<file path="src/rtl/enigma_pkg.sv">
// Shared types for the Enigma sequencer and datapath.
// Holds the alphabet size, the 5-bit character type and the sequencer states.
// Types only; carries no timing or flow-control behaviour of its own.
package enigma_pkg;

  localparam int ALPHA_SIZE = 26;

  typedef logic [4:0] char_t;

  typedef enum logic [2:0] {
    S_IDLE,
    S_LOAD,
    S_STEP,
    S_ENC,
    S_HOLD
  } seq_state_t;

  // True for codes the rotor stack can encipher (A..Z as 0..25).
  function automatic logic is_letter(input char_t c);
    return (c < 5'(ALPHA_SIZE));
  endfunction

endpackage

</file>
<file path="src/rtl/enigma_seq_ctrl.sv">
// Sequencer in front of the three-rotor Enigma datapath: step the rotors, then encipher.
// Latency 3 cycles from character accept to out_valid; at most one character per 4 cycles.
// Accepts input only in IDLE; a stalled output is held in HOLD until out_ready.
module enigma_seq_ctrl
  import enigma_pkg::*;
#(
  parameter bit PASS_INVALID = 1'b1,
  parameter int CNT_W        = 16
) (
  input  logic             i_clk,
  input  logic             i_reset,
  input  logic             i_cfg_valid,
  output logic             o_cfg_ready,
  input  logic [4:0]       i_cfg_pos_r1,
  input  logic [4:0]       i_cfg_pos_r2,
  input  logic [4:0]       i_cfg_pos_r3,
  input  logic             i_in_valid,
  output logic             o_in_ready,
  input  logic [4:0]       i_in_char,
  output logic             o_out_valid,
  input  logic             i_out_ready,
  output logic [4:0]       o_out_char,
  output logic             o_load_config,
  output logic             o_step_enable,
  output logic [4:0]       o_init_pos_r1,
  output logic [4:0]       o_init_pos_r2,
  output logic [4:0]       o_init_pos_r3,
  output logic [4:0]       o_char_in,
  input  logic [4:0]       i_char_out,
  output logic [CNT_W-1:0] o_char_count,
  output logic             o_err_pulse
);

  seq_state_t       r_state;
  seq_state_t       w_state_nxt;
  logic             w_cfg_take;
  logic             w_char_take;
  logic             w_pass;
  logic             w_drop;
  logic             w_enc;
  logic             w_pop;

  char_t            r_char;
  char_t            r_char_in;
  char_t            r_out_char;
  logic             r_out_valid;
  logic [4:0]       r_pos_r1;
  logic [4:0]       r_pos_r2;
  logic [4:0]       r_pos_r3;
  logic [CNT_W-1:0] r_count;
  logic             r_err;

  // State register; reset aborts any in-flight character.
  always_ff @(posedge i_clk or negedge i_reset) begin
    if (!i_reset) r_state <= S_IDLE;
    else          r_state <= w_state_nxt;
  end

  // Next state, handshake readies and single-cycle datapath strobes.
  // Readies depend only on the registered state (plus config priority), never on out_ready.
  always_comb begin
    w_state_nxt   = r_state;
    o_cfg_ready   = 1'b0;
    o_in_ready    = 1'b0;
    o_load_config = 1'b0;
    o_step_enable = 1'b0;
    w_cfg_take    = 1'b0;
    w_char_take   = 1'b0;
    w_pass        = 1'b0;
    w_drop        = 1'b0;
    w_enc         = 1'b0;
    w_pop         = 1'b0;
    case (r_state)
      S_IDLE: begin
        o_cfg_ready = 1'b1;
        o_in_ready  = !i_cfg_valid;
        if (i_cfg_valid) begin
          w_cfg_take  = 1'b1;
          w_state_nxt = S_LOAD;
        end else if (i_in_valid) begin
          if (is_letter(i_in_char)) begin
            w_char_take = 1'b1;
            w_state_nxt = S_STEP;
          end else if (PASS_INVALID) begin
            w_pass      = 1'b1;
            w_state_nxt = S_HOLD;
          end else begin
            w_drop      = 1'b1;
          end
        end
      end
      S_LOAD: begin
        o_load_config = 1'b1;
        w_state_nxt   = S_IDLE;
      end
      S_STEP: begin
        o_step_enable = 1'b1;
        w_state_nxt   = S_ENC;
      end
      S_ENC: begin
        w_enc       = 1'b1;
        w_state_nxt = S_HOLD;
      end
      S_HOLD: begin
        if (i_out_ready) begin
          w_pop       = 1'b1;
          w_state_nxt = S_IDLE;
        end
      end
      default: w_state_nxt = S_IDLE;
    endcase
  end

  // Config/character capture, output register and enciphered-character counter.
  always_ff @(posedge i_clk or negedge i_reset) begin
    if (!i_reset) begin
      r_char      <= '0;
      r_char_in   <= '0;
      r_out_char  <= '0;
      r_out_valid <= 1'b0;
      r_pos_r1    <= '0;
      r_pos_r2    <= '0;
      r_pos_r3    <= '0;
      r_count     <= '0;
      r_err       <= 1'b0;
    end else begin
      r_err <= w_drop;
      if (w_cfg_take) begin
        r_pos_r1 <= i_cfg_pos_r1;
        r_pos_r2 <= i_cfg_pos_r2;
        r_pos_r3 <= i_cfg_pos_r3;
      end
      if (w_char_take) r_char <= i_in_char;
      // Present the character to the rotors only after they have stepped.
      if (r_state == S_STEP) r_char_in <= r_char;
      if (r_state == S_LOAD) r_count <= '0;
      if (w_pass) begin
        r_out_char  <= i_in_char;
        r_out_valid <= 1'b1;
      end
      if (w_enc) begin
        r_out_char  <= i_char_out;
        r_out_valid <= 1'b1;
        r_count     <= r_count + CNT_W'(1);
      end
      if (w_pop) r_out_valid <= 1'b0;
    end
  end

  assign o_out_valid   = r_out_valid;
  assign o_out_char    = r_out_char;
  assign o_char_in     = r_char_in;
  assign o_init_pos_r1 = r_pos_r1;
  assign o_init_pos_r2 = r_pos_r2;
  assign o_init_pos_r3 = r_pos_r3;
  assign o_char_count  = r_count;
  assign o_err_pulse   = r_err;

endmodule

</file>
<file path="config.mk">
export PLATFORM = sky130hd
export DESIGN_NAME = enigma_seq_ctrl
export DESIGN_NICKNAME = d
export VERILOG_FILES = /design/src/rtl/enigma_pkg.sv /design/src/rtl/enigma_seq_ctrl.sv
export SDC_FILE = /design/constraint.sdc
export NUM_CORES = 1
export LEC_CHECK = 0
export CAP_MARGIN = 20
export CORE_AREA = 2 2 98 100
export DETAILED_ROUTE_END_ITERATION = 10
export DIE_AREA = 0 0 100 102
export GPL_TIMING_DRIVEN = 0
export SLEW_MARGIN = 20
export SYNTH_ARGS = -nofsm -noshare
export SYNTH_HDL_FRONTEND = slang
export SYNTH_SLANG_ARGS = --single-unit
</file>
<file path="constraint.sdc">
create_clock -name i_clk -period 3.6 [get_ports i_clk]
set_input_delay 0.72 -clock i_clk [delete_from_list [all_inputs] [get_ports i_clk]]
set_output_delay 0.72 -clock i_clk [all_outputs]
set_load 0.02 [all_outputs]
</file>
* After elaboration in Yosys (flattened, before gate mapping)
Index checks and enable logic that the tools add are counted.
** Word-level totals
- Register bits :: 50
- Bits in latches :: 0
- RAM bits :: 0
- Memory bits (read-only) :: 0
- Bits of input ports :: 30
- Output and inout port bits :: 47
- Logic and storage cells :: 52
- Memories :: 0
** Operators by class
- Add/sub/neg operators :: 1
- Multipliers :: 0
- Div/mod/pow operators :: 0
- Magnitude comparators :: 1
- Eq/ne operators :: 6
- Shifts and indexed selects :: 0
- Multiplexer cells :: 29
- Bitwise operators :: 0
- Reductions and logical operators :: 6
** Operators with widths (number)
- $mux 16 :: 2
- $mux 1 :: 20
- $add 16x1->16 const B :: 1
- $mux 3 :: 4
- $pmux 3 s4 :: 1
- $mux 5 :: 2
- $eq 3x2->1 const B :: 2
- $lt 5x5->1 const B :: 1
- $reduce_bool 2->1 :: 2
- $eq 3x1->1 const B :: 1
- $eq 3x3->1 const B :: 1
- $logic_not 3->1 :: 1
- $ne 3x3->1 const B :: 1
- $reduce_bool 3->1 :: 1
- $ne 2x2->1 const B :: 1
- $reduce_and 2->1 :: 1
- $logic_not 1->1 :: 1

* Longest topological paths before layout
Gate-level depths: netlist (run 1).
- Word-level depth :: 8
- Depth in mapped cells :: 6
- Mapped depth without buffers :: 5

* Worst setup path after synthesis (run 1)
No wires, ideal clock.
- Kind :: input port to output port
- Start :: input i_cfg_valid
- End :: output o_in_ready
- Arrival :: 1430 ps
- Data required time :: 2880 ps
- Setup slack :: 1450 ps
- Cell stages on the path :: 1
- Buffers on the path :: 0
- Cells stage by stage :: nor4_1
** On the way
- Longest elaborated chain between the ends :: 2
** RTL lines
- from (decl) :: line enigma_seq_ctrl.sv:12 : input logic i_cfg_valid,
- $logic_not 1->1 :: line enigma_seq_ctrl.sv:76 : o_in_ready = !i_cfg_valid;
- $mux 1 :: line enigma_seq_ctrl.sv:73 : case (r_state)
- to (decl) :: line enigma_seq_ctrl.sv:18 : output logic o_in_ready,
Every way passes these cells.

* Worst setup path in the final report (run 1)
- Start :: register r_state[2]
- End :: output o_load_config
** On the way
- Longest elaborated chain between the ends :: 2
** RTL lines
- from (decl) :: line enigma_seq_ctrl.sv:34 : seq_state_t r_state;
- from (signal assigned) :: line enigma_seq_ctrl.sv:56 : else r_state <= w_state_nxt;
- $eq 3x1->1 :: line enigma_seq_ctrl.sv:73
- $mux 1 :: line enigma_seq_ctrl.sv:73
- to (decl) :: line enigma_seq_ctrl.sv:23 : output logic o_load_config,
Every way passes these cells.

==> run metrics, run 1 <==
status finished clean; Hold Vio Cnt, Final 0; CTS Root Cell clkbuf_8; Worst-Margin Slew 655.3 ps; Routability Congestion 0.7497; synth unique cells 40; Mean Syn Cell Area 11.63 sq um; kind of start point of the critical path flip-flop; Sink Count 50; Yosys top cell area share 0.5574; n_diodes 0; all-layer global routing usage 0.1038; post-CTS setup buffers 0; Initial DRT Pass Iterations 4; Leak Pwr 1.330 nW; VDD IR-drop max approximately 0.00035 V; Die W 100 microns; Critical-path top delay cell clkdlybuf4s50_1; Final nets between 300 and 400; power per cell area 713.2 mW/mm^2; Worst path max stage delay 700 ps; Clock Latency Late Sink around 300 ps; ratio of cells with drive above 1 in the final layout 0.1087; total power 2.302 mW; YS warnings 0; global-route wire length before repair between 8000 and 9000 microns; port bufs 75; Worst Hold Class input pin to asynchronous set/reset pin; endpoints failing setup 0; min Tclk post-route roughly 3000 ps; H-tree depth 2; Cell Rows 35; register area share after synthesis 0.5574; most frequent cells in the layout clkdlybuf4s50_1 (74), dfrtp_1 (50), nor2_1 (18), nand2_1 (16), mux2_1 (15); IO Pins 77; share of synthesized registers carrying an async set or reset 1.000; setup repair after global routing missed its margin false; CTS Hold Bufs 0; Final Skew 8.445 ps; initial antenna violation count 0; top area cells in the synthesized netlist dfrtp_1 (56%), mux2_1 (7.5%), mux2_2 (5.0%); R2R Path End o_init_pos_r2[1]; fmax approximately 0.33 GHz; syn_nets 224; Cell Area, Synth 0.002245 sq mm; Slew Viols, Final 0; R2R depth 6; fin crit share 0.8300; crit path capture type primary output; Arr. time, crit path 2270 ps; largest net degree at the start of global routing 51; CP Class flip-flop to primary output; CP cell instances buf_2, nand2b_1, nor2_1, clkbuf_1, clkdlybuf4s50_1; post-DP HPWL roughly 3800 microns; total number of vias 1747; Main synth FF type dfrtp_1; Setup TNS 0 ps; worst reg2reg path startpoint r_state[2]; Post-CTS Resized 0; number of global-route vias before repair 1737; Mapped Cells 193; Clock Pin Slew Worst Setup and Hold Paths 100 ps; CP Buf/Inv Count 3; number of synthesized register bits 50; GRT overflow 0; CTS tree done; max-cap violation count 0; most common cell after layout, fill and taps aside clkdlybuf4s50_1; critical path peak fanout 10; die area between 0.01 and 0.015 sq mm; FF-to-FF setup slack roughly 1900 ps; # DRC 0; core area 0.009109 sq mm; Rel. slew slack 0.5632; Area growth syn-to-layout 43.76%; First DRT Iteration DRCs 47; Post-synth EDFFs 0; cts bufs inserted 5; delay-heaviest family, CP buffers and inverters; area leader, netlist dfrtp_1; clock tree buffer depth 2; WL/cell 13.36 microns; Die Y roughly 100 microns; Starting Density 0.2464; number of nets with antenna violations after routing 0; routed wire length 5172 microns; Critical Path RT 2880 ps; Vias/cell between 4 and 5
[power breakdown]
group	switching [mW]	total (mW)	internal (mW)
registers	0.107	0.868	0.761
logic	0.544	1.09	0.544
clock network	0.191	0.346	0.155
total	0.842	2.30	1.46
[per-layer routing]
layer	wire [microns]	GRT usage	share of wire	vias to the layer above
li1	-	-	-	842
met1	2318	0.1317	0.45	846
met2	2461	0.1746	0.48	54
met3	364	0.03352	0.070	5
met4	28	0.02213	0.0054	0
met5	0	0	0	-
[area by class of cell]
class	count	area (sq um)
Tap cell	111	138.9
Inverter	1	3.754
Clock inverter	2	12.51
Multi-Input combinational cell	130	918.4
Timing Repair Buffer	75	748.2
Clock buffer	6	82.58
Sequential cell	50	1251
Fill cell	928	5882
Buffer	12	71.32
[Yosys cell counts, types with 2 or more instances]
master    instances
a21oi_1           9
and4_1            2
and4b_1           2
buf_2             3
buf_4             4
clkbuf_1          4
dfrtp_1          50
mux2_1           15
mux2_2           10
mux2i_1           5
nand2_1          16
nand2b_1          2
nand3_1           7
nand4_1           3
nand4b_1          2
nor2_1           18
nor3_1            4
nor4_1            2
o21a_1            3
o21ai_0           5
o31ai_1           2
or4_1             2
xnor2_1           3
xor2_1            4
[how the worst max path moves through the flow]
stage	from	cells after the start	to	slack (ps)
2_1_floorplan	i_cfg_valid	1	o_in_ready	1450
3_3_place_gp	i_reset	1	o_char_in[2]	260
3_5_place_dp	i_cfg_valid	3	o_in_ready	650
4_1_cts	r_state[2]	5	o_load_config	570
5_1_grt	r_state[2]	5	o_load_config	470
6_report	r_state[2]	5	o_load_config	610
[registers in the layout, indices dropped and copies added, names as in the netlist]
signal	count
o_char_in	5
o_out_valid	1
o_char_count	16
r_char	5
o_out_char	5
o_init_pos_r2	5
o_init_pos_r1	5
r_state	3
o_init_pos_r3	5
[cell families after synthesis]
group                      Yosys count  share of synthesized area
xor gates and xnor gates             7                    0.02731
other                                1                   0.001671
AOI/OAI and AO/OA                   23                    0.06410
DFF                                 50                     0.5574
buffers and inverters               13                    0.03344
and+or+nand+nor                     68                     0.1628
muxes                               30                     0.1477
adders and majority gates            1                   0.005573
[per-stage QoR]
step | cells | setup slack [ps] | utilization | hold WS, ps | area [sq um]
floorplan | 193 | 1450 | - | 424.4 | 2245
global placement | 379 | 257.0 | 0.3441 | 466.9 | 3134
global route | 387 | 470.5 | 0.3543 | 497.7 | 3227
detailed placement | 379 | 648.6 | 0.3438 | 477.4 | 3132
CTS | 387 | 567.0 | 0.3543 | 459.7 | 3227
finish | 387 | 611.9 | 0.3543 | 438.0 | 3227
Note: power is estimated with default switching activity, not from simulation.
==> run 2, diff against run 1 <==
- clock period: 3.6 -> 2.7 ns (I/O delays scaled with it)
==> run 2 against run 1 <==
Non-clock buffer count stayed put; count of clock-buffer cells in the layout stayed put; setup slack worse by 490 ps; sequential cell count stayed put.
==> run metrics, run 2 (same netlist as run 1, synthesis figures left out) <==
Filler cells 927; cts bufs inserted 5; ratio of cells with drive above 1 in the final layout 0.1123; Rel. slew slack 0.5641; WL/cell 13.36 microns; GRT overflow 0; IO Pins 77; H-tree depth 2; fin crit share 0.9539; total number of vias 1746; Arr. time, crit path 2040 ps; kind of start point of the critical path input pin; Leak Pwr 1.350 nW; Worst Hold Class input pin to asynchronous set/reset pin; Initial DRT Pass Iterations 4; status finished clean; CTS Root Cell clkbuf_8; global-route wire length before repair between 8000 and 9000 microns; Area growth syn-to-layout 44.20%; # DRC 0; most common cell after layout, fill and taps aside clkdlybuf4s50_1; Die W 100 microns; crit path capture type primary output; Critical-path top delay cell clkdlybuf4s50_1; final worst setup slack 124.5 ps; Slew Viols, Final 0; number of nets with antenna violations after routing 0; Starting Density 0.2464; Post-Route Utilization 0.3554; CP cell instances clkdlybuf4s50_1, nor4_1, clkdlybuf4s50_1; Routability Congestion 0.7497; min Tclk post-route 2576 ps; pre-CTS WS 108.6 ps; die area 0.01020 sq mm; placed cell count approximately 380; power per cell area 951.4 mW/mm^2; most frequent cells in the layout clkdlybuf4s50_1 (73), dfrtp_1 (50), nor2_1 (18), nand2_1 (16), mux2_1 (15); total power 3.080 mW; final non-filler cell total 387; Hold Vio Cnt, Final 0; Clock Pin Slew Worst Setup and Hold Paths roughly 100 ps; CTS Hold Bufs 0; number of global-route vias before repair 1737; core area 0.009109 sq mm; First DRT Iteration DRCs 53; routed wire length approximately 5200 microns; post-DP HPWL 3765 microns; delay-heaviest family, CP buffers and inverters; max-cap violation count 0; Final Skew 8.434 ps; CP Buf/Inv Count 2; Critical Path RT 2160 ps; port bufs 75; critical path peak fanout 6; Worst path max stage delay 670 ps; largest net degree at the start of global routing 51; Cell Rows 35; VDD IR-drop max approximately 0.00046 V; Die Y 102 microns; clock tree buffer depth 2; Clock Latency Late Sink about 300 ps; Sink Count 50; post-CTS setup buffers 0; n_diodes 0; Vias/cell roughly 4.5; setup repair after global routing missed its margin false; CP most frequent cell clkdlybuf4s50_1; Largest register FFs 16; Final nets slightly above 300; fmax 0.3883 GHz; initial antenna violation count 0; CP Class input pin to primary output; endpoints failing setup 0; Worst-Margin Slew 653.9 ps; CTS tree done; all-layer global routing usage 0.1038
-- run 2: per-stage QoR --
| step | instance area, sq um | hold slack (ps) | TNS, ps |
|---|---|---|---|
| after floorplan | 2245 | 244.4 | 0 |
| after global placement | 3134 | 466.9 | -22990 |
| after detailed placement | 3132 | 477.4 | 0 |
| after CTS | 3228 | 279.7 | 0 |
| after global routing | 3237 | 317.7 | 0 |
| final | 3237 | 255.0 | 0 |
-- run 2: routing by layer --
metal,wire length [microns],GRT usage
met1,2338,0.1317
met3,346,0.03352
met5,0,0
met2,2458,0.1746
met4,28,0.02213
-- run 2: layout make-up --
type,count,area (sq um),share of cell area
Sequential cell,50,1251,0.3865
Multi-Input combinational cell,130,924.6,0.2857
Timing Repair Buffer,75,750.7,0.2319
Tap cell,111,138.9,0.04291
Clock buffer,6,82.58,0.02551
Buffer,12,72.57,0.02242
Clock inverter,2,12.51,0.003865
Inverter,1,3.754,0.001160
-- run 2: worst paths after layout --
path / slack (ps) / from / endpoint / depth (start not counted)
setup / recovery: 120 / i_cfg_valid / o_in_ready / 3
hold / removal: 260 / i_reset / o_char_count[8] / 1
setup reg to reg: 950 / r_state[2] / o_init_pos_r2[1] / 6
hold reg to reg: 490 / o_init_pos_r1[0] / o_init_pos_r1[0] / 1
max in group asynchronous: 2000 / i_reset / o_init_pos_r3[0] / 1
min in group i_clk: 490 / o_init_pos_r1[0] / o_init_pos_r1[0] / 1
-- run 2: where the power goes --
| group | switching (mW) | internal, mW |
|---|---|---|
| Combinational | 0.731 | 0.728 |
| Clock | 0.257 | 0.207 |
| Sequential | 0.143 | 1.01 |
-- run 2: repair_timing --
action / 4_1_cts / 5_1_grt
cloned: 0 / 0
resized for setup: 1 / 2
setup endpoints to repair: 1 / 2
==> run 3, diff against run 2 <==
- CORE_AREA: 2 2 98 100 -> 2 2 77 79
- DIE_AREA: 0 0 100 102 -> 0 0 79 81
- PLACE_DENSITY_LB_ADDON: not set -> 0.3
==> run 3 against run 2 <==
Final cell count shrank 9.3%; first-iteration DRC count shrank 1.9%; clock skew shrank 1.6 ps; largest power group unchanged; sequential cell count is the same; core utilization grew 21 points.
==> run metrics, run 3 (same netlist as run 1, synthesis figures left out) <==
status finished clean; n_diodes 0; port bufs 75; Cell Rows 28; First DRT Iteration DRCs 52; Die Y 81 microns; CP most frequent cell clkdlybuf4s50_1; Final Skew between 6 and 7 ps; critical path peak fanout 6; most common cell after layout, fill and taps aside clkdlybuf4s50_1; FF-to-FF setup slack 950 ps; Final nets 306; Clk network pwr share 0.165; min Tclk post-route ~2500 ps; Die W 79 microns; crit path capture type primary output; number of global-route vias before repair 1634; Routability Congestion 0.7331; fin crit share 0.9295; Rel. slew slack 0.5868; Setup crit start i_cfg_valid; most frequent cells in the layout clkdlybuf4s50_1 (73), dfrtp_1 (50), nor2_1 (18), nand2_1 (16), mux2_1 (15); largest net degree at the start of global routing 51; Critical-path top delay cell clkdlybuf4s50_1; routed wire length 4604 microns; Leak Pwr 1.360 nW; CTS tree done; Worst-Margin Slew 619.8 ps; CTS Root Cell clkbuf_8; Post-Route Utilization 0.5648; Worst path max stage delay 670 ps; Clock Latency Late Sink around 300 ps; initial antenna violation count 0; Gate power share 0.465; total number of vias 1733; power per cell area 975.1 mW/mm^2; Filler cells 521; IO Pins 77; setup repair after global routing missed its margin false; H-tree depth 2; switch share 0.3551; # DRC 0; Vias/cell slightly below 5; Switch Pwr approximately 1.1 mW; all-layer global routing usage 0.1446; max-cap violation count 0; core area approximately 0.0057 sq mm; cts bufs inserted 5; CP cell instances clkdlybuf4s50_1, nor4_1, clkdlybuf4s50_1; CTS Hold Bufs 0; GRT overflow 0; Worst Hold Class input pin to asynchronous set/reset pin; number of nets with antenna violations after routing 0; clock tree buffer depth 2; worst reg2reg path startpoint r_state[2]; Critical Path RT about 2200 ps; VDD IR-drop max roughly 0.00053 V; Sink Count 50; endpoints failing setup 0; Largest register FFs 16; Arr. time, crit path just under 2000 ps; Initial DRT Pass Iterations 3; fmax roughly 0.40 GHz; Hold Vio Cnt, Final 0; post-DP HPWL 3362 microns; Seq pwr share 0.370; CP Class input pin to primary output; Clock Pin Slew Worst Setup and Hold Paths 90 ps; Area growth syn-to-layout 42.81%; Slew Viols, Final 0; WL/cell 13.12 microns; die area 0.006399 sq mm; Pint 2.016 mW; hold_ws about 260 ps; kind of start point of the critical path input pin; post-CTS setup buffers 0; Starting Density 0.3955; global-route wire length before repair 7341 microns; ratio of cells with drive above 1 in the final layout 0.1123
run 3: changes by cell type in the layout (fill, tap and decap cells not counted):
cell / delta
bufinv_16: +1
clkbuf_8: -1
clkinv_2: +1
clkinvlp_4: -1
run 3: what timing repair did:
item / in CTS / in global routing
endpoints found under the setup margin: 1 / 2
gates resized for setup: 1 / 2
endpoints found under the hold margin: 0 / 0
run 3: final cells by class:
cell class / instances / area [sq um] / area share
Timing Repair Buffer: 75 / 750.7 / 0.2342
Clock inverter: 3 / 40.04 / 0.01249
Buffer: 12 / 72.57 / 0.02264
Clock buffer: 5 / 68.82 / 0.02147
Inverter: 1 / 3.754 / 0.001171
Tap cell: 75 / 93.84 / 0.02927
Multi-Input combinational cell: 130 / 924.6 / 0.2884
Sequential cell: 50 / 1251 / 0.3903
run 3: final timing paths:
kind | end | cells past startpoint
max | o_in_ready | 3
min | o_char_count[5] | 1
max reg2reg | o_init_pos_r1[1] | 6
min reg2reg | o_init_pos_r1[3] | 1
max in group asynchronous | o_out_valid | 1
min in group i_clk | o_init_pos_r1[3] | 1
run 3: critical path: cells and delay by family:
family	cells	cell delay [ps]
AND/OR/NAND/NOR	1	280
buffers and inverters	2	1160
run 3: through the flow:
| step | TNS (ps) | cells | power [mW] | worst slack, ps | cell area, sq um |
|---|---|---|---|---|---|
| 2_1_floorplan | 0 | 193 | 1.975 | 849.9 | 2245 |
| 3_5_place_dp | 0 | 343 | 2.636 | 177.6 | 3087 |
| 6_report | 0 | 351 | 3.126 | 190.2 | 3206 |
| 4_1_cts | 0 | 351 | 3.167 | 48.84 | 3197 |
| 5_1_grt | 0 | 351 | 3.335 | 103.8 | 3206 |
| 3_3_place_gp | -19860 | 343 | 2.607 | -400.0 | 3089 |
run 3: metal layers:
layer,GRT usage,up-vias,wire [microns]
li1,-,842,-
met1,0.1887,830,2223
met2,0.2297,57,2019
met3,0.05333,4,332
met4,0.03621,0,29
met5,0,-,0
run 3: power by group through the flow:
stage | registers (mW) | clock network (mW) | logic (mW)
floorplan | 1.41 | 0 | 0.561
global placement | 1.16 | 0 | 1.44
detailed placement | 1.17 | 0 | 1.46
CTS | 1.16 | 0.538 | 1.47
global route | 1.19 | 0.575 | 1.56
finish | 1.16 | 0.514 | 1.45
